`src/rtl/multicycle_pkg.sv`:
```
// Shared types and encodings for the multi-cycle RISC-V control FSM.
// States, opcodes and the control-vector bundle live here.
package multicycle_pkg;

    typedef enum logic [2:0] {
        S_FETCH  = 3'd0,
        S_DECODE = 3'd1,
        S_EXEC   = 3'd2,
        S_MEM    = 3'd3,
        S_WB     = 3'd4,
        S_TRAP   = 3'd7
    } state_t;

    localparam logic [6:0] OP_R      = 7'b0110011;
    localparam logic [6:0] OP_I      = 7'b0010011;
    localparam logic [6:0] OP_LOAD   = 7'b0000011;
    localparam logic [6:0] OP_STORE  = 7'b0100011;
    localparam logic [6:0] OP_BRANCH = 7'b1100011;
    localparam logic [6:0] OP_JAL    = 7'b1101111;
    localparam logic [6:0] OP_LUI    = 7'b0110111;

    localparam logic [1:0] ALU_ADD = 2'b00;
    localparam logic [1:0] ALU_SUB = 2'b01;
    localparam logic [1:0] ALU_FN  = 2'b10;

    localparam logic [1:0] WB_ALU = 2'b00;
    localparam logic [1:0] WB_MEM = 2'b01;
    localparam logic [1:0] WB_PC4 = 2'b10;
    localparam logic [1:0] WB_IMM = 2'b11;

    typedef struct packed {
        logic       pc_en;
        logic       s0;
        logic       branch;
        logic       reg_write;
        logic       mem_read;
        logic       mem_write;
        logic       alu_src;
        logic [1:0] alu_op;
        logic [1:0] wb_sel;
    } ctrl_t;

    function automatic logic op_valid(input logic [6:0] op);
        return op inside {OP_R, OP_I, OP_LOAD, OP_STORE,
                          OP_BRANCH, OP_JAL, OP_LUI};
    endfunction

endpackage

```
`src/rtl/multicycle_control_if.sv`:
```
// Datapath-facing bundle of the control FSM.
// master = control FSM, slave = datapath / memory side.
interface multicycle_control_if;

    logic [31:0] instr;
    logic        alu_zero;
    logic        mem_ready;

    logic        ir_load;
    logic        pc_en;
    logic        s0;
    logic        branch;
    logic        reg_write;
    logic        mem_read;
    logic        mem_write;
    logic        alu_src;
    logic [1:0]  alu_op;
    logic [1:0]  wb_sel;
    logic [2:0]  state;
    logic        illegal;

    modport master (
        input  instr, alu_zero, mem_ready,
        output ir_load, pc_en, s0, branch, reg_write,
        output mem_read, mem_write, alu_src, alu_op,
        output wb_sel, state, illegal
    );

    modport slave (
        output instr, alu_zero, mem_ready,
        input  ir_load, pc_en, s0, branch, reg_write,
        input  mem_read, mem_write, alu_src, alu_op,
        input  wb_sel, state, illegal
    );

endinterface

```
`src/rtl/control_decode.sv`:
```
// Combinational map from (state, latched opcode) to the control vector.
// Purely a function of registered values, so the outputs are glitch-free.
module control_decode
    import multicycle_pkg::*;
(
    input  state_t     state,
    input  logic [6:0] opcode,
    output ctrl_t      ctrl
);

    logic is_r;
    logic is_i;
    logic is_load;
    logic is_store;
    logic is_branch;
    logic is_jal;
    logic is_lui;

    assign is_r      = (opcode == OP_R);
    assign is_i      = (opcode == OP_I);
    assign is_load   = (opcode == OP_LOAD);
    assign is_store  = (opcode == OP_STORE);
    assign is_branch = (opcode == OP_BRANCH);
    assign is_jal    = (opcode == OP_JAL);
    assign is_lui    = (opcode == OP_LUI);

    always_comb begin
        ctrl = '0;
        unique case (state)
            S_EXEC: begin
                unique case (1'b1)
                    is_r: begin
                        ctrl.alu_op = ALU_FN;
                    end
                    is_i: begin
                        ctrl.alu_op  = ALU_FN;
                        ctrl.alu_src = 1'b1;
                    end
                    is_load, is_store: begin
                        ctrl.alu_op  = ALU_ADD;
                        ctrl.alu_src = 1'b1;
                    end
                    is_branch: begin
                        ctrl.alu_op = ALU_SUB;
                        ctrl.branch = 1'b1;
                        ctrl.pc_en  = 1'b1;
                    end
                    is_jal: begin
                        ctrl.s0 = 1'b1;
                    end
                    default: ;
                endcase
            end
            // Address operands stay selected while memory is busy.
            S_MEM: begin
                ctrl.alu_op    = ALU_ADD;
                ctrl.alu_src   = 1'b1;
                ctrl.mem_read  = is_load;
                ctrl.mem_write = is_store;
            end
            S_WB: begin
                ctrl.reg_write = 1'b1;
                ctrl.pc_en     = 1'b1;
                unique case (1'b1)
                    is_r: begin
                        ctrl.alu_op = ALU_FN;
                        ctrl.wb_sel = WB_ALU;
                    end
                    is_i: begin
                        ctrl.alu_op  = ALU_FN;
                        ctrl.alu_src = 1'b1;
                        ctrl.wb_sel  = WB_ALU;
                    end
                    is_load: begin
                        ctrl.wb_sel = WB_MEM;
                    end
                    is_jal: begin
                        ctrl.s0     = 1'b1;
                        ctrl.wb_sel = WB_PC4;
                    end
                    is_lui: begin
                        ctrl.wb_sel = WB_IMM;
                    end
                    default: ;
                endcase
            end
            default: ;
        endcase
    end

endmodule

```
`src/rtl/multicycle_control.sv`:
```
// Multi-cycle FETCH/DECODE/EXEC/MEM/WB control FSM with MEM timeout trap.
// Optional cycle/retired counters when PERF_CNT_EN is defined.
module multicycle_control
    import multicycle_pkg::*;
#(
    parameter int unsigned MEM_TIMEOUT      = 15,
    parameter int unsigned RESET_STATE_HOLD = 1
) (
    input logic                  sysclk,
    input logic                  reset,
    multicycle_control_if.master bus
`ifdef PERF_CNT_EN
    ,
    output logic [31:0]          cycle_cnt,
    output logic [31:0]          retired_cnt
`endif
);

    localparam logic [7:0] TMO_LAST  = 8'(MEM_TIMEOUT - 1);
    localparam logic [1:0] HOLD_INIT = 2'(RESET_STATE_HOLD);

    state_t     state_q;
    state_t     state_d;
    logic [6:0] op_q;
    logic [2:0] f3_q;
    logic [1:0] hold_q;
    logic [1:0] hold_d;
    logic [7:0] tmo_q;
    logic [7:0] tmo_d;
    logic       illegal_q;
    logic       illegal_d;
    logic       ir_load;
    logic       store_done;
    ctrl_t      ctrl;
    logic       unused_bits;

    assign ir_load = (state_q == S_FETCH) && (hold_q == 2'd0);

    always_comb begin
        state_d   = state_q;
        hold_d    = hold_q;
        tmo_d     = tmo_q;
        illegal_d = illegal_q;
        unique case (state_q)
            S_FETCH: begin
                if (hold_q != 2'd0) begin
                    hold_d = hold_q - 2'd1;
                end else begin
                    state_d = S_DECODE;
                end
            end
            S_DECODE: begin
                if (op_valid(op_q)) begin
                    state_d = S_EXEC;
                end else begin
                    state_d   = S_TRAP;
                    illegal_d = 1'b1;
                end
            end
            S_EXEC: begin
                if (op_q == OP_BRANCH) begin
                    state_d = S_FETCH;
                end else if (op_q == OP_LOAD || op_q == OP_STORE) begin
                    state_d = S_MEM;
                end else begin
                    state_d = S_WB;
                end
            end
            // A late mem_ready on the final allowed cycle still completes.
            S_MEM: begin
                if (bus.mem_ready) begin
                    tmo_d   = '0;
                    state_d = (op_q == OP_STORE) ? S_FETCH : S_WB;
                end else if (tmo_q == TMO_LAST) begin
                    tmo_d     = '0;
                    state_d   = S_TRAP;
                    illegal_d = 1'b1;
                end else begin
                    tmo_d = tmo_q + 8'd1;
                end
            end
            S_WB: begin
                state_d = S_FETCH;
            end
            S_TRAP: ;
            default: begin
                state_d   = S_TRAP;
                illegal_d = 1'b1;
            end
        endcase
    end

    always_ff @(posedge sysclk) begin
        if (!reset) begin
            state_q   <= S_FETCH;
            hold_q    <= HOLD_INIT;
            tmo_q     <= '0;
            illegal_q <= 1'b0;
            op_q      <= '0;
            f3_q      <= '0;
        end else begin
            state_q   <= state_d;
            hold_q    <= hold_d;
            tmo_q     <= tmo_d;
            illegal_q <= illegal_d;
            if (ir_load) begin
                op_q <= bus.instr[6:0];
                f3_q <= bus.instr[14:12];
            end
        end
    end

    control_decode u_decode (
        .state  (state_q),
        .opcode (op_q),
        .ctrl   (ctrl)
    );

    // A store retires in MEM the cycle memory acknowledges it.
    assign store_done = (state_q == S_MEM) && (op_q == OP_STORE)
                        && bus.mem_ready;

    assign bus.ir_load   = ir_load;
    assign bus.pc_en     = ctrl.pc_en | store_done;
    assign bus.s0        = ctrl.s0;
    assign bus.branch    = ctrl.branch;
    assign bus.reg_write = ctrl.reg_write;
    assign bus.mem_read  = ctrl.mem_read;
    assign bus.mem_write = ctrl.mem_write;
    assign bus.alu_src   = ctrl.alu_src;
    assign bus.alu_op    = ctrl.alu_op;
    assign bus.wb_sel    = ctrl.wb_sel;
    assign bus.state     = state_q;
    assign bus.illegal   = illegal_q;

    assign unused_bits = ^{bus.instr[31:15], bus.instr[11:7],
                           bus.alu_zero, f3_q};

`ifdef PERF_CNT_EN
    always_ff @(posedge sysclk) begin
        if (!reset) begin
            cycle_cnt   <= '0;
            retired_cnt <= '0;
        end else if (state_q != S_TRAP) begin
            cycle_cnt <= cycle_cnt + 32'd1;
            if (bus.pc_en) begin
                retired_cnt <= retired_cnt + 32'd1;
            end
        end
    end
`endif

endmodule

```
`src/flat_wrapper.sv`:
```
// flat-port wrapper written by rule: the top's interface ports become plain ports
module multicycle_control_flat import multicycle_pkg::*;
#(
    parameter int unsigned MEM_TIMEOUT      = 15,
    parameter int unsigned RESET_STATE_HOLD = 1
)
  (sysclk, reset, bus_instr, bus_alu_zero, bus_mem_ready, bus_ir_load, bus_pc_en, bus_s0, bus_branch, bus_reg_write, bus_mem_read, bus_mem_write, bus_alu_src, bus_alu_op, bus_wb_sel, bus_state, bus_illegal);
  multicycle_control_if bus_i ();
  input logic sysclk;
  input logic reset;
  input wire logic [$bits(bus_i.instr)-1:0] bus_instr;
  input wire logic [$bits(bus_i.alu_zero)-1:0] bus_alu_zero;
  input wire logic [$bits(bus_i.mem_ready)-1:0] bus_mem_ready;
  output wire logic [$bits(bus_i.ir_load)-1:0] bus_ir_load;
  output wire logic [$bits(bus_i.pc_en)-1:0] bus_pc_en;
  output wire logic [$bits(bus_i.s0)-1:0] bus_s0;
  output wire logic [$bits(bus_i.branch)-1:0] bus_branch;
  output wire logic [$bits(bus_i.reg_write)-1:0] bus_reg_write;
  output wire logic [$bits(bus_i.mem_read)-1:0] bus_mem_read;
  output wire logic [$bits(bus_i.mem_write)-1:0] bus_mem_write;
  output wire logic [$bits(bus_i.alu_src)-1:0] bus_alu_src;
  output wire logic [$bits(bus_i.alu_op)-1:0] bus_alu_op;
  output wire logic [$bits(bus_i.wb_sel)-1:0] bus_wb_sel;
  output wire logic [$bits(bus_i.state)-1:0] bus_state;
  output wire logic [$bits(bus_i.illegal)-1:0] bus_illegal;
  assign bus_i.instr = bus_instr;
  assign bus_i.alu_zero = bus_alu_zero;
  assign bus_i.mem_ready = bus_mem_ready;
  assign bus_ir_load = bus_i.ir_load;
  assign bus_pc_en = bus_i.pc_en;
  assign bus_s0 = bus_i.s0;
  assign bus_branch = bus_i.branch;
  assign bus_reg_write = bus_i.reg_write;
  assign bus_mem_read = bus_i.mem_read;
  assign bus_mem_write = bus_i.mem_write;
  assign bus_alu_src = bus_i.alu_src;
  assign bus_alu_op = bus_i.alu_op;
  assign bus_wb_sel = bus_i.wb_sel;
  assign bus_state = bus_i.state;
  assign bus_illegal = bus_i.illegal;
  multicycle_control #(.MEM_TIMEOUT(MEM_TIMEOUT), .RESET_STATE_HOLD(RESET_STATE_HOLD)) u_core (.sysclk(sysclk), .reset(reset), .bus(bus_i));
endmodule
```
`config.mk`:
```
export PLATFORM = sky130hd
export DESIGN_NAME = multicycle_control_flat
export DESIGN_NICKNAME = d
export VERILOG_FILES = /design/src/rtl/multicycle_pkg.sv /design/src/rtl/multicycle_control_if.sv /design/src/rtl/control_decode.sv /design/src/rtl/multicycle_control.sv /design/src/flat_wrapper.sv
export SDC_FILE = /design/constraint.sdc
export NUM_CORES = 1
export LEC_CHECK = 0
export ABC_AREA = 1
export CAP_MARGIN = 40
export CORE_UTILIZATION = 39
export CTS_CLUSTER_SIZE = 20
export DETAILED_ROUTE_END_ITERATION = 7
export PLACE_DENSITY = 0.8
export SLEW_MARGIN = 20
export SYNTH_ARGS = -nofsm -noshare
export SYNTH_HDL_FRONTEND = slang
export SYNTH_SLANG_ARGS = --single-unit
export TNS_END_PERCENT = 30
```
`constraint.sdc`:
```
create_clock -name sysclk -period 1.38 [get_ports sysclk]
set_clock_uncertainty 0.2 [all_clocks]
set_input_delay 0.276 -clock sysclk [delete_from_list [all_inputs] [get_ports sysclk]]
set_output_delay 0.276 -clock sysclk [all_outputs]
set_load 0.03 [all_outputs]
```
### Word level (Yosys, flattened, before mapping)

Cells that the tools add are included.
W data, S select, Z words.

| storage, ports and cells | value |
|---|---|
| flip-flop bits (word level) | 21 |
| input bits | 36 |
| output and inout port bits | 16 |
| logic and storage cells | 69 |

| cells by class | value |
|---|---|
| add/sub/neg operators | 2 |
| equal/unequal tests | 18 |
| muxes and demuxes | 27 |
| bitwise gates (word level) | 3 |
| reduce and logical (&&, ||, !) cells | 14 |

Operator list:

| operator | count |
|---|---|
| $eq A7 B6 Y1 const B | 3 |
| $mux W3 | 7 |
| $pmux W3 S6 | 1 |
| $mux W8 | 2 |
| $eq A7 B7 Y1 const B | 2 |
| $mux W1 | 9 |
| $pmux W3 S3 | 1 |
| $add A8 B1 Y8 const B | 1 |
| $eq A8 B4 Y1 const B | 1 |
| $pmux W2 S2 | 2 |
| $eq A7 B2 Y1 const B | 1 |
| $eq A7 B5 Y1 const B | 1 |
| $reduce_bool A7 Y1 | 1 |
| $eq A3 B2 Y1 const B | 2 |
| $eq A3 B3 Y1 const B | 2 |
| $mux W2 | 3 |
| $ne A2 B2 Y1 const B | 3 |
| $pmux W2 S3 | 1 |
| $reduce_and A4 Y1 | 1 |
| $reduce_or A4 Y1 | 1 |
| $eq A3 B1 Y1 const B | 1 |
| $logic_and A1 B1 Y1 | 3 |
| $logic_not A3 Y1 | 1 |
| $ne A3 B2 Y1 const B | 1 |
| 12 further kinds | 13 |

### Logic depth before layout (Yosys ltp)

Gate-level depths: netlist of the first run.

| depth | value |
|---|---|
| word-level depth | 5 |
| mapped depth | 10 |

### Cells and area by module

From an unflattened synthesis of the first run, not the netlist that was laid out.

| second synthesis, totals | value |
|---|---|
| cells, all modules | 223 |
| area total of the unflattened synthesis | 1386.3 um2 |

By module, submodules not included:

| module | times used | cells an instance | area each (um2) | seq. area each (um2) |
|---|---|---|---|---|
| multicycle_control | 1 | 175 | 1144.8 | 420.4 |
| control_decode | 1 | 48 | 241.5 | 0.0 |

### Worst setup path after synthesis of the first run

OpenSTA, ideal clock, no wires.

| timing | value |
|---|---|
| path type | flip-flop to output port |
| from | reg u_core.state_q[2], in the netlist u_core.bus.state[2] |
| to | out bus_pc_en |
| data arrival time | 1.718 ns |
| required time | 0.904 ns |
| slack | -0.814 ns |
| cell stages (with the launch flop) | 6 |
| path buffers | 1 |
| path through | dfxtp_1 -> buf_6 -> inv_1 -> nand3_2 -> nor2_1 -> a211o_1 |

| on the way | value |
|---|---|
| word-level cells in the longest chain between the ends | 4 |

RTL lines:

| item | RTL line | source |
|---|---|---|
| start, declared | multicycle_control.sv:22 | `state_t state_q;` |
| start signal, assigned | multicycle_control.sv:102 | `state_q <= state_d;` |
| parallel branches: the longest is 3 deep, another holds $eq A3 B3 Y1 | -- |  |
| $or A1 B1 Y1 * | multicycle_control.sv:124 | `assign bus.pc_en = ctrl.pc_en \| store_done;` |
| end, declared | flat_wrapper.sv:15 | `output wire logic [$bits(bus_i.pc_en)-1:0] bus_pc_en;` |

Mark *: on every way between the ends.

### Final worst setup path of the first run

| timing | value |
|---|---|
| from | reg u_core.op_q[2] |
| to | out bus_alu_src |

| on the way | value |
|---|---|
| word-level cells in the longest chain between the ends | 4 |

RTL lines:

| item | RTL line | source |
|---|---|---|
| start, declared | multicycle_control.sv:24 | `logic [6:0] op_q;` |
| start signal, assigned | multicycle_control.sv:107 | `op_q <= bus.instr[6:0];` |
| $eq A7 B5 Y1, or another cell as far along | control_decode.sv:20 | `assign is_i = (opcode == OP_I);` |
| $reduce_or A3 Y1 (no line) | -- |  |
| $mux W1 | control_decode.sv:31 | `unique case (1'b1)` |
| $pmux W3 S3 * | control_decode.sv:29 | `unique case (state)` |
| end, declared | flat_wrapper.sv:21 | `output wire logic [$bits(bus_i.alu_src)-1:0] bus_alu_src;` |

Mark *: on every way between the ends. The rest lies on a longest branch, timed or not.

==> flow_metrics.tcl, run 1 <==
set metrics [dict create \
    synth_compound_gate_area_share_pct 17.6 \
    vias_per_cell 5.25 \
    netlist_instances 202 \
    path_max_fanout 5 \
    ys_ff_latch 21 \
    wire_per_inst_um 15.8 \
    rsz0062_at_grt "true" \
    setup.worst_path.end_class "primary output" \
    dieHeight_um 60.2 \
    p_per_area_nw_per_um2 1430 \
    synth-seq-area-share_pct 31.8 \
    synth-edff-count 0 \
    die_area_sq_um 3630 \
    hp-start "u_core.hold_q[0]$_SDFFE_PN1P_" \
    synth_top_area_cell "dfxtp_1" \
    synth_area_per_cell_sq_um 6.55 \
    n_antenna_cell 0 \
    grtUsageTotal_pct 29.4 \
    nNetsFinal 334 \
    synth-adder-area-share_pct 2.84 \
    nFillCells 179 \
    first_pass_iters 6 \
    synth_xor_area_share_pct 0 \
    crit_path_end "bus_alu_src" \
    hpwl_mm 2.83 \
    hold_viol_final 0 \
    worst_pin_slew_ps 320 \
    die_w_um 60.2 \
    synth_top_family_by_area "simple AND/OR/NAND/NOR gates" \
    cts.path.max_buffers 2 \
    clk_latency_ps 320 \
    route.detailed.drc 0 \
    max_freq_ghz 0.508 \
    drt-total-wl_mm 5.34 \
    synth.area.mux_share_pct 0 \
    drtIter0Drc 134 \
    grt_pass1_vias 1729 \
    fin_crit_ps 1970 \
    start_util_pct 42.3 \
    run_status "finished, violations left" \
    clkTransAtPathRegs_ps 130 \
    vdd_drop_max_mv 0.902 \
    antenna_found_initial 0 \
    async_reset_ff_share_pct 0 \
    numClockSinks 21 \
    vias 1773 \
    grt_pass1_wl_mm 7.80 \
    violations "setup timing" \
    detail-route-antenna-nets 0 \
    rrSetupSlack_ps -340 \
    r2r-start "u_core.bus.state[2]$_SDFFE_PN0P_" \
    required_ps 900 \
    cts_root_buf "clkbuf_4" \
    slew_violations 0 \
    io_buffers 25 \
    r2r-end "u_core.bus.state[2]$_SDFFE_PN0P_" \
    synth-simple-area-share_pct 36.1 \
    grt.overflow.total 0 \
    hold_path.class "reg -> reg" \
    area_growth_pct 84.6 \
    yosys_warnings 0 \
    dpl_worst_slack_ps -333 \
    cts_buffers 3 \
    num_io_pins 52 \
    yosysMostFrequentCell "nand2_1" \
    ys_types 25 \
    synth_top_cells_by_count "nand2_1, inv_1, a21oi_1" \
    fin_ws_ps -588 \
    finalSetupViolations 36 \
    grt_max_degree 12 \
    hold_buffers 0 \
    startpoint_type "flop" \
    synth_top_area_share_pct 31.8 \
    place_congestion 0.836 \
    slew-limit-headroom_pct 78.5 \
    critPathArrivalTime_ps 1490 \
    rows 20 \
    whs_ps 268 \
    drive_above_1_share_pct 57.8 \
    tritoncts "yes" \
    synth.area.top_cells "dfxtp_1, nand2_1, a21oi_1" \
    path_class "reg -> out" \
    synth_fp_nets 241 \
    synthFlopType "dfxtp_1" \
    fin_util_pct 78.0 \
    leakagePower_nw 1.05 \
    cp-startpoint "u_core.op_q[2]$_SDFFE_PN0P_" \
    finalCritPeriodShare_pct 143 \
    maxCapViolCount 0 \
    power_w 0.00349 \
    h-tree-depth 1 \
    netlist_area_sq_um 1320 \
    r2r_cells 10 \
    core_sq_um 3130 \
]
==> registers in the layout, indices dropped and copies added, names as in the netlist <==
name / cells
u_core.op_q: 7
u_core.tmo_q: 8
u_core.bus.state: 3
u_core.hold_q: 2
u_core.bus.illegal: 1
==> final cells by class <==
class	count	area (sq um)	area share, %
sequential	21	442	18.1
multi-input combinational	146	978	40.1
tap	44	55.1	2.26
clock buffer	4	26.3	1.08
timing repair buffer	92	812	33.3
inverter	31	128	5.23
==> cells by family after synthesis <==
logic type,count (synthesis)
AO/OA/AOI/OAI,44
adder cells (fa/ha/maj),3
buffers and inverters,35
flip-flops,21
AND/OR/NAND/NOR,99
==> power by group <==
| group | switching [W] | internal [W] |
|---|---|---|
| logic | 0.00118 | 0.00108 |
| registers | 0.000141 | 0.000777 |
| clock network | 0.000196 | 0.000113 |
| total | 0.00152 | 0.00197 |
==> what timing repair did <==
action                     4_1_cts  5_1_grt
setup buffers                   18        6
pin swaps                       16       13
setup endpoints to repair       36       36
hold endpoints to repair         0        0
gates resized for setup         75       17
==> worst min-delay path by stage <==
stage	to	slack, ps	depth (start not counted)
2_1_floorplan	u_core.bus.state[1]$_SDFFE_PN0P_	210	2
3_3_place_gp	u_core.bus.illegal$_SDFFE_PN0P_	240	2
3_5_place_dp	u_core.op_q[0]$_SDFFE_PN0P_	260	2
4_1_cts	u_core.op_q[1]$_SDFFE_PN0P_	280	2
5_1_grt	u_core.hold_q[0]$_SDFFE_PN1P_	280	1
6_report	u_core.hold_q[0]$_SDFFE_PN1P_	270	1
==> through the flow <==
stage	std cells	TNS [ps]	cell area, sq um
4_1_cts	336	-8510	2370
3_3_place_gp	314	-5940	1990
6_report	338	-10500	2440
3_5_place_dp	314	-6390	1990
2_1_floorplan	202	-3880	1410
5_1_grt	338	-12630	2440
==> worst max-delay path, cell delays in order, from the launching register on <==
cell     delay (ps)
dfxtp_2         350
inv_2            60
nand2_2          60
nor2_4          180
nand2_2         130
nand2_2         120
nand2_2          90
nand3_4          80
buf_6           130
==> layout by cell type (no fill, tap or decap), types with 2 or more instances in the layout <==
cell type        netlist  routed
nor2_2                 3       5
buf_6                  3      21
nand3_1               12       8
nand2_4                3       5
inv_1                 28      19
nor2_4                 4      10
dfxtp_2                0       8
inv_4                  0       3
ha_1                   3       2
clkdlybuf4s50_1        0       9
nand3_4                0       3
buf_4                  0      60
nand3_2                2       3
dfxtp_1               21      10
nand2_1               47      30
o21ai_1                2       3
clkbuf_4               0       3
nor2_1                19      11
o21ai_2                0       5
nor3_1                 3       2
o21ai_0               13       6
nand2_2                4      19
a21oi_1               23      16
inv_2                  2       7
a21oi_2                0       7
a31oi_1                2       2
dfxtp_4                0       3
nand4_1                2       2
==> per-layer routing <==
layer / track usage, % / routed length, um
met1: 32.0 / 2040
met5: 0 / 0
met4: 12.6 / 191
met2: 55.9 / 2840
met3: 3.68 / 262
No activity file was read; power rests on OpenSTA's default activity.
==> inputs of run 2 (changes only) <==
Settings changed: GPL_TIMING_DRIVEN set to 0, SKIP_LAST_GASP set to 1.
==> flow_metrics.tcl, run 2 (synthesis results as in run 1) <==
set metrics [dict create \
    tritoncts "yes" \
    antenna_found_initial 0 \
    drt-total-wl_mm 3.84 \
    grt_pass1_wl_mm 5.71 \
    vdd_drop_max_mv 1.26 \
    h-tree-depth 1 \
    drive_above_1_share_pct 40.5 \
    power.internal_w 0.00168 \
    n_antenna_cell 0 \
    power.share.sequential_pct 29.8 \
    swShare_pct 44.5 \
    slew-limit-headroom_pct 71.0 \
    placed_cell_area_sq_um 1710 \
    start_util_pct 42.3 \
    grt_max_degree 14 \
    slowest_delay_ps 380 \
    worst_pin_slew_ps 436 \
    rsz0062_at_grt "true" \
    grt.overflow.total 0 \
    final_cell_mix "nand2_1, buf_4, a21oi_1, inv_1, nor2_1" \
    leakagePower_nw 0.852 \
    fin_util_pct 65.3 \
    route.detailed.drc 0 \
    max_freq_ghz 0.494 \
    wire_per_inst_um 12.7 \
    hold_viol_final 0 \
    clkTransAtPathRegs_ps 130 \
    setup.worst_path.end_class "primary output" \
    vias 1530 \
    core_sq_um 3130 \
    io_buffers 25 \
    cts_buffers 3 \
    clockPowerShare_pct 10.5 \
    p_comb_share_pct 59.8 \
    required_ps 900 \
    maxCapViolCount 0 \
    crit_family "flip-flops" \
    final_cells 301 \
    detail-route-antenna-nets 0 \
    whs_ps 273 \
    p_per_area_nw_per_um2 1490 \
    register_area_sq_um 440 \
    hold_buffers 0 \
    place_congestion 0.813 \
    nNetsFinal 297 \
    first_pass_iters 5 \
    dieHeight_um 60.2 \
    dpl.cell_count 271 \
    cpMaxStageDelayCell "dfxtp_4" \
    cp_cell_sequence "buf_8 -> clkinvlp_4 -> nand3_4 -> nor2_4 -> a211o_4 -> buf_6" \
    finalCritPeriodShare_pct 147 \
    hold_path.class "reg -> reg" \
    rows 20 \
    path_class "reg -> out" \
    largest_register_ffs 8 \
    grt_pass1_vias 1327 \
    p_switching_w 0.00135 \
    multiInputGateArea_sq_um 888 \
    final_area_sq_um 2040 \
    area_growth_pct 54.4 \
    die_area_sq_um 3630 \
    vias_per_cell 5.08 \
    hpwl_mm 2.34 \
    grtUsageTotal_pct 21.3 \
    setup_tns_ps -14610 \
    crit_buf_inv 3 \
    fin_ws_ps -646 \
    clk_latency_ps 320 \
    finalSetupViolations 37 \
    num_io_pins 52 \
    slew_violations 0 \
    startpoint_type "flop" \
    cts_root_buf "clkbuf_4" \
    violations "setup timing" \
    run_status "finished, violations left" \
    final_common_cell "nand2_1" \
    critPathArrivalTime_ps 1550 \
    largest_register "u_core.tmo_q" \
    numClockSinks 21 \
    die_w_um 60.2 \
    path_max_fanout 3 \
    drtIter0Drc 75 \
    fin_crit_ps 2030 \
    nFillCells 263 \
    cts.path.max_buffers 2 \
]
-- run 2: cell count changes in the layout (fill, tap and decap cells not counted), sizes merged --
cell / before / now
buf: 83 / 42
clkdlybuf4s50: 9 / 13
clkbuf: 4 / 3
clkinvlp: 1 / 2
-- run 2: power by group through the flow --
stage / clock network, W / registers (W) / logic, W
2_1_floorplan: 0 / 0.000942 / 0.000903
3_3_place_gp: 0 / 0.000866 / 0.00128
3_5_place_dp: 0 / 0.000872 / 0.00129
4_1_cts: 0.000321 / 0.000875 / 0.00161
5_1_grt: 0.000350 / 0.000929 / 0.00195
6_report: 0.000318 / 0.000903 / 0.00181
-- run 2: tightest hold or removal path: stages (launching register included) --
cell	delay, ps
dfxtp_2	350
inv_2	50
a21oi_1	50
-- run 2: per-layer routing --
metal  GRT usage (%)  share of wire (%)  vias to the layer above
met5               0                  0                        -
met4            9.63                2.0                        0
met3            2.81                4.6                        8
met2            36.7                 51                       63
met1            26.0                 42                      695
li1                -                  -                      764
-- run 2: path summary, 6_finish.rpt --
path,startpoint,end,slack [ps],cells past startpoint
setup / recovery,u_core.bus.state[2]$_SDFFE_PN0P_,bus_pc_en,-650,6
hold / removal,u_core.op_q[2]$_SDFFE_PN0P_,u_core.op_q[2]$_SDFFE_PN0P_,270,2
setup reg to reg,u_core.bus.state[2]$_SDFFE_PN0P_,u_core.bus.state[2]$_SDFFE_PN0P_,-420,10
hold reg to reg,u_core.op_q[2]$_SDFFE_PN0P_,u_core.op_q[2]$_SDFFE_PN0P_,270,2
-- run 2: timing repair --
action	CTS	global route
gates resized for setup	94	28
hold endpoints to repair	0	0
pin swaps	10	10
setup endpoints to repair	36	37
buffers inserted	18	8
-- run 2: per-stage QoR --
stage	setup slack, ps	total power, W
after floorplan	-371	0.00184
after global placement	-952	0.00214
after detailed placement	-945	0.00216
after CTS	-629	0.00281
after global routing	-717	0.00323
final	-646	0.00303
-- run 2: cell type report --
class	count	area share [%]
multi-input cells	146	43.5
repair buffers	51	22.1
flip-flops and latches	21	21.6
inverters	31	6.50
well taps	44	2.70
plain buffers	4	2.21
clock buffers	3	1.10
clock inverters	1	0.368
==> patch 1, RTL diff (flow settings as in run 1) <==
`RESET_STATE_HOLD` is set to 1 in 2 places; all go to 0.
--- a/src/rtl/multicycle_control.sv
+++ b/src/rtl/multicycle_control.sv
@@ -4,7 +4,7 @@
     import multicycle_pkg::*;
 #(
     parameter int unsigned MEM_TIMEOUT      = 15,
-    parameter int unsigned RESET_STATE_HOLD = 1
+    parameter int unsigned RESET_STATE_HOLD = 0
 ) (
     input logic                  sysclk,
     input logic                  reset,
--- a/src/flat_wrapper.sv
+++ b/src/flat_wrapper.sv
@@ -2,7 +2,7 @@
 module multicycle_control_flat import multicycle_pkg::*;
 #(
     parameter int unsigned MEM_TIMEOUT      = 15,
-    parameter int unsigned RESET_STATE_HOLD = 1
+    parameter int unsigned RESET_STATE_HOLD = 0
 )
   (sysclk, reset, bus_instr, bus_alu_zero, bus_mem_ready, bus_ir_load, bus_pc_en, bus_s0, bus_branch, bus_reg_write, bus_mem_read, bus_mem_write, bus_alu_src, bus_alu_op, bus_wb_sel, bus_state, bus_illegal);
   multicycle_control_if bus_i ();
Formal check against the unedited RTL: not equivalent (a bounded check fails within 4 cycles, from zero or initial values and one cycle with reset low).
==> patch 1 against run 1 <==
The run ends with DRC, setup timing left. Routed wire length up 25%. Core utilization up 7.1 points. Cell count down 7.4%. Combinational power up 32%. Synthesized area down 7.5%. Hold slack better by 0.011 ns. Cell area down 0.46%. Sequential cell count unchanged. Worst setup slack worse by 0.12 ns. Total power up 25%. Largest power group unchanged.
==> patch 1: results (changes against run 1) <==
status=finished, violations left (unchanged); failing checks=DRC, setup timing (was setup timing); Synth Area in Adders=3.07% (was 2.84%); worst setup margin=-0.710 ns (was -0.588 ns); Syn Area/Cell=6.44 um^2 (was 6.55 um^2); final setup fails=36 (unchanged); Synth Warn #=0 (unchanged); crit-path max FO=4 (was 5); 1st-iter DRT viols=252 (was 134); Placer Congestion=0.815 (was 0.836); vias in the first global route=1704 (was 1729); DR DRC count=3 (was 0); Synth area leaders=dfxtp_1 34%, nand2_1 12%, a21oi_1 8.6%, nor2_1 8.6%, inv_1 7.4% (was dfxtp_1 32%, nand2_1 13%, a21oi_1 8.7%, inv_1 7.9%, nor2_1 5.4%); clock-pin slew on the worst setup and hold paths=0.11 ns (was 0.13 ns); layout overhead on the synthesized area=98.6% (was 84.6%); total number of vias=1925 (was 1773); XOR/XNOR share of the synthesized area=0% (unchanged); Compound-Gate Fraction of Synth Area=18.0% (was 17.6%); Final Routed Wirelength=6.66 mm (was 5.34 mm); main flop type after synthesis=dfxtp_1 (unchanged); post-DP HPWL=2.74 mm (was 2.83 mm); first-pass GRT wire length=7.53 mm (was 7.80 mm); Async SR Flop Fraction=0% (unchanged); non-filler cells, final=313 (was 338); fillers=118 (was 179); setup_tns=-13.72 ns (was -10.50 ns); Pre-antenna DRT Iters=7 (was 6); largest register by flop count=u_core.tmo_q (unchanged); total global-route track usage=29.6% (was 29.4%); CTS buffer count=3 (unchanged); slowest stage delay, CP=0.38 ns (was 0.35 ns); largest net degree at the start of global routing=13 (was 12); slew margin rel.=73.4% (was 78.5%); post-synthesis sequential area ratio=34.4% (was 31.8%); Hold Path Stages=2 (was 1); DP Area=1920 um^2 (was 1990 um^2); Bufs on Longest Clock Path=2 (unchanged); DP Cell Count=293 (was 314); Largest register FFs=8 (unchanged); post-synth net total=229 (was 241); LEAKAGE=1.05 nW (about the same); most frequent cells after synthesis=38 x nand2_1, 28 x nor2_1, 24 x inv_1 (was 47 x nand2_1, 28 x inv_1, 23 x a21oi_1); Slowest cell on crit path=dfxtp_4 (was dfxtp_2); VDD IR-drop max=1200 uV (was 902 uV); Seq cells post-synth=21 (unchanged); H-tree lvl count=1 (unchanged); Worst Hold Class=reg2reg (unchanged); Nets=322 (was 334); share of cells above drive strength 1=58.2% (was 57.8%); root buf cell=clkbuf_4 (unchanged); Worst EP arrival=1.61 ns (was 1.49 ns); Unique masters post-synth=27 (was 25)
[patch 1: path summary, 6_finish.rpt]
path / start / to / slack, ns
max reg2reg: u_core.op_q[3]$_SDFFE_PN0P_ / u_core.bus.state[1]$_SDFFE_PN0P_ / -0.61
max: u_core.op_q[3]$_SDFFE_PN0P_ / bus_alu_src / -0.71
min reg2reg: u_core.hold_q[1]$_SDFFE_PN0P_ / u_core.hold_q[1]$_SDFFE_PN0P_ / 0.28
min: u_core.hold_q[1]$_SDFFE_PN0P_ / u_core.hold_q[1]$_SDFFE_PN0P_ / 0.28
[patch 1: cells by family after synthesis]
family | count (synthesis)
AND/OR/NAND/NOR | 95
adder cells (fa/ha/maj) | 3
buffers and inverters | 30
AO/OA/AOI/OAI | 41
flip-flops | 21
[patch 1: cell type report]
| class | instances | share of cell area (%) |
|---|---|---|
| clock buffer | 4 | 1.08 |
| inverter | 28 | 4.94 |
| sequential | 21 | 18.6 |
| tap | 31 | 1.60 |
| multi-input combinational | 139 | 39.6 |
| timing repair buffer | 90 | 34.1 |
[patch 1: worst max-delay path, delay by kind of cell, from the launching register on]
family	cells	cell delay (ns)
buf+inv	1	0.12
simple gates	7	0.79
flops	1	0.38
[patch 1: routing by layer]
metal	up-vias	GRT usage, %	wire length (um)
li1	812	-	-
met4	0	17.3	592
met1	873	31.7	2380
met3	69	5.13	630
met5	-	0	0
met2	171	54.2	3050
[patch 1: power by group]
group / leakage [nW] / internal (mW) / switching, mW
Clock: 0.0150 / 0.113 / 0.193
Sequential: 0.178 / 0.822 / 0.243
Combinational: 0.860 / 1.37 / 1.62
Total: 1.05 / 2.30 / 2.05
[patch 1: what timing repair did]
action                                 4_1_cts  5_1_grt
pin swaps                                   19       21
endpoints found under the hold margin        0        0
setup buffers                               11        6
resized for setup                           64       56
setup endpoints to repair                   36       36
[patch 1: metrics by stage]
stage	worst slack [ns]	hold WS (ns)	total power [mW]
floorplan	-0.615	0.211	1.92
global placement	-0.370	0.243	2.75
detailed placement	-0.408	0.256	2.80
CTS	-0.575	0.272	3.59
global route	-0.758	0.309	4.47
finish	-0.710	0.279	4.35
==> patch 2, RTL diff (flow settings as in run 1) <==
Without the edit above. `MEM_TIMEOUT` is set to 15 in 2 places; all go to 7.
--- a/src/rtl/multicycle_control.sv
+++ b/src/rtl/multicycle_control.sv
@@ -3,7 +3,7 @@
 module multicycle_control
     import multicycle_pkg::*;
 #(
-    parameter int unsigned MEM_TIMEOUT      = 15,
+    parameter int unsigned MEM_TIMEOUT      = 7,
     parameter int unsigned RESET_STATE_HOLD = 1
 ) (
     input logic                  sysclk,
--- a/src/flat_wrapper.sv
+++ b/src/flat_wrapper.sv
@@ -1,7 +1,7 @@
 // flat-port wrapper written by rule: the top's interface ports become plain ports
 module multicycle_control_flat import multicycle_pkg::*;
 #(
-    parameter int unsigned MEM_TIMEOUT      = 15,
+    parameter int unsigned MEM_TIMEOUT      = 7,
     parameter int unsigned RESET_STATE_HOLD = 1
 )
   (sysclk, reset, bus_instr, bus_alu_zero, bus_mem_ready, bus_ir_load, bus_pc_en, bus_s0, bus_branch, bus_reg_write, bus_mem_read, bus_mem_write, bus_alu_src, bus_alu_op, bus_wb_sel, bus_state, bus_illegal);
Function: no difference found for any inputs over 10 cycles, from zero or initial values and one cycle with reset low; that may be too few to reach the edited logic, so the function may still have changed.
==> patch 2 against run 1 <==
Core utilization shrank 0.70 points. Synthesized area down 1.8%. Routed wire length grew 2.6%. Cell count rose by 0.30%. Sequential cell count unchanged. Synthesized cell count increased by 2.0%. Worst setup slack lost 0.15 ns. Cell area shrank 1.7%. Total power down 2.3%. First-iteration DRC count up 21%. Sequential share of layout area rose by 0.47 points. The flow still finishes with violations (setup timing). Via count is 0.68% higher.
==> patch 2: results (changes against run 1) <==
Nets=335 (was 334); setup_tns=-12.09 ns (was -10.50 ns); Hold Path Stages=2 (was 1); total global-route track usage=26.1% (was 29.4%); post-place setup slack=-0.354 ns (was -0.333 ns); Slew @ Worst Pin=0.279 ns (was 0.320 ns); DP Area=2030 um^2 (was 1990 um^2); Unique masters post-synth=28 (was 25); failing checks=setup timing (unchanged); Synth area leaders=dfxtp_1 32%, nand2_1 13%, inv_1 8.7%, a21oi_1 8.5%, nor2_1 8.1% (was dfxtp_1 32%, nand2_1 13%, a21oi_1 8.7%, inv_1 7.9%, nor2_1 5.4%); DP Cell Count=325 (was 314); LEAKAGE=1.07 nW (was 1.05 nW); Worst EP arrival=1.64 ns (was 1.49 ns); R2R Setup Slk=-0.42 ns (was -0.34 ns); Placer Congestion=0.893 (was 0.836); startpoint of the worst hold path=u_core.hold_q[1]$_SDFFE_PN0P_ (was u_core.hold_q[0]$_SDFFE_PN1P_); Final Routed Wirelength=5.48 mm (was 5.34 mm); post-CTS sizing=57 (was 75); Fin Hold WS=0.278 ns (was 0.268 ns); final setup fails=34 (was 36); status=finished, violations left (unchanged); total number of vias=1785 (was 1773); post-synth net total=245 (was 241); Pre-antenna DRT Iters=4 (was 6); Via-to-Cell Ratio=5.27 (was 5.25); crit path to=bus_pc_en (was bus_alu_src); worst setup margin=-0.737 ns (was -0.588 ns); internal power=1.86 mW (was 1.97 mW); crit-path max FO=3 (was 5); combinational power=2.13 mW (was 2.26 mW); postcts setup bufs=7 (was 18)
## patch 2: cell count changes after synthesis, sizes merged, moves of 2 or more
cell / before / now
buf: 4 / 2
nand2: 54 / 48
clkbuf: 0 / 2
nor2: 26 / 30
nor3: 3 / 6
## patch 2: layout make-up
| cell class | count | area, um^2 |
|---|---|---|
| clock buffer | 4 | 26.3 |
| fill | 178 | 703 |
| inverter | 32 | 135 |
| multi-input combinational | 149 | 960 |
| sequential | 21 | 445 |
| tap | 44 | 55.1 |
| timing repair buffer | 89 | 778 |
## patch 2: layer usage
metal	up-vias	routed length, um	track usage (%)
li1	842	-	-
met1	830	2120	29.2
met2	84	2800	49.2
met3	29	286	3.68
met4	0	267	9.63
met5	-	0	0
## patch 2: cells by family after synthesis
group / count (synthesis) / synth area share, %
and+or+nand+nor: 105 / 37.4
AOI/OAI and AO/OA: 41 / 16.7
buffers and inverters: 36 / 10.7
DFF: 21 / 32.4
adders and majority gates: 3 / 2.89
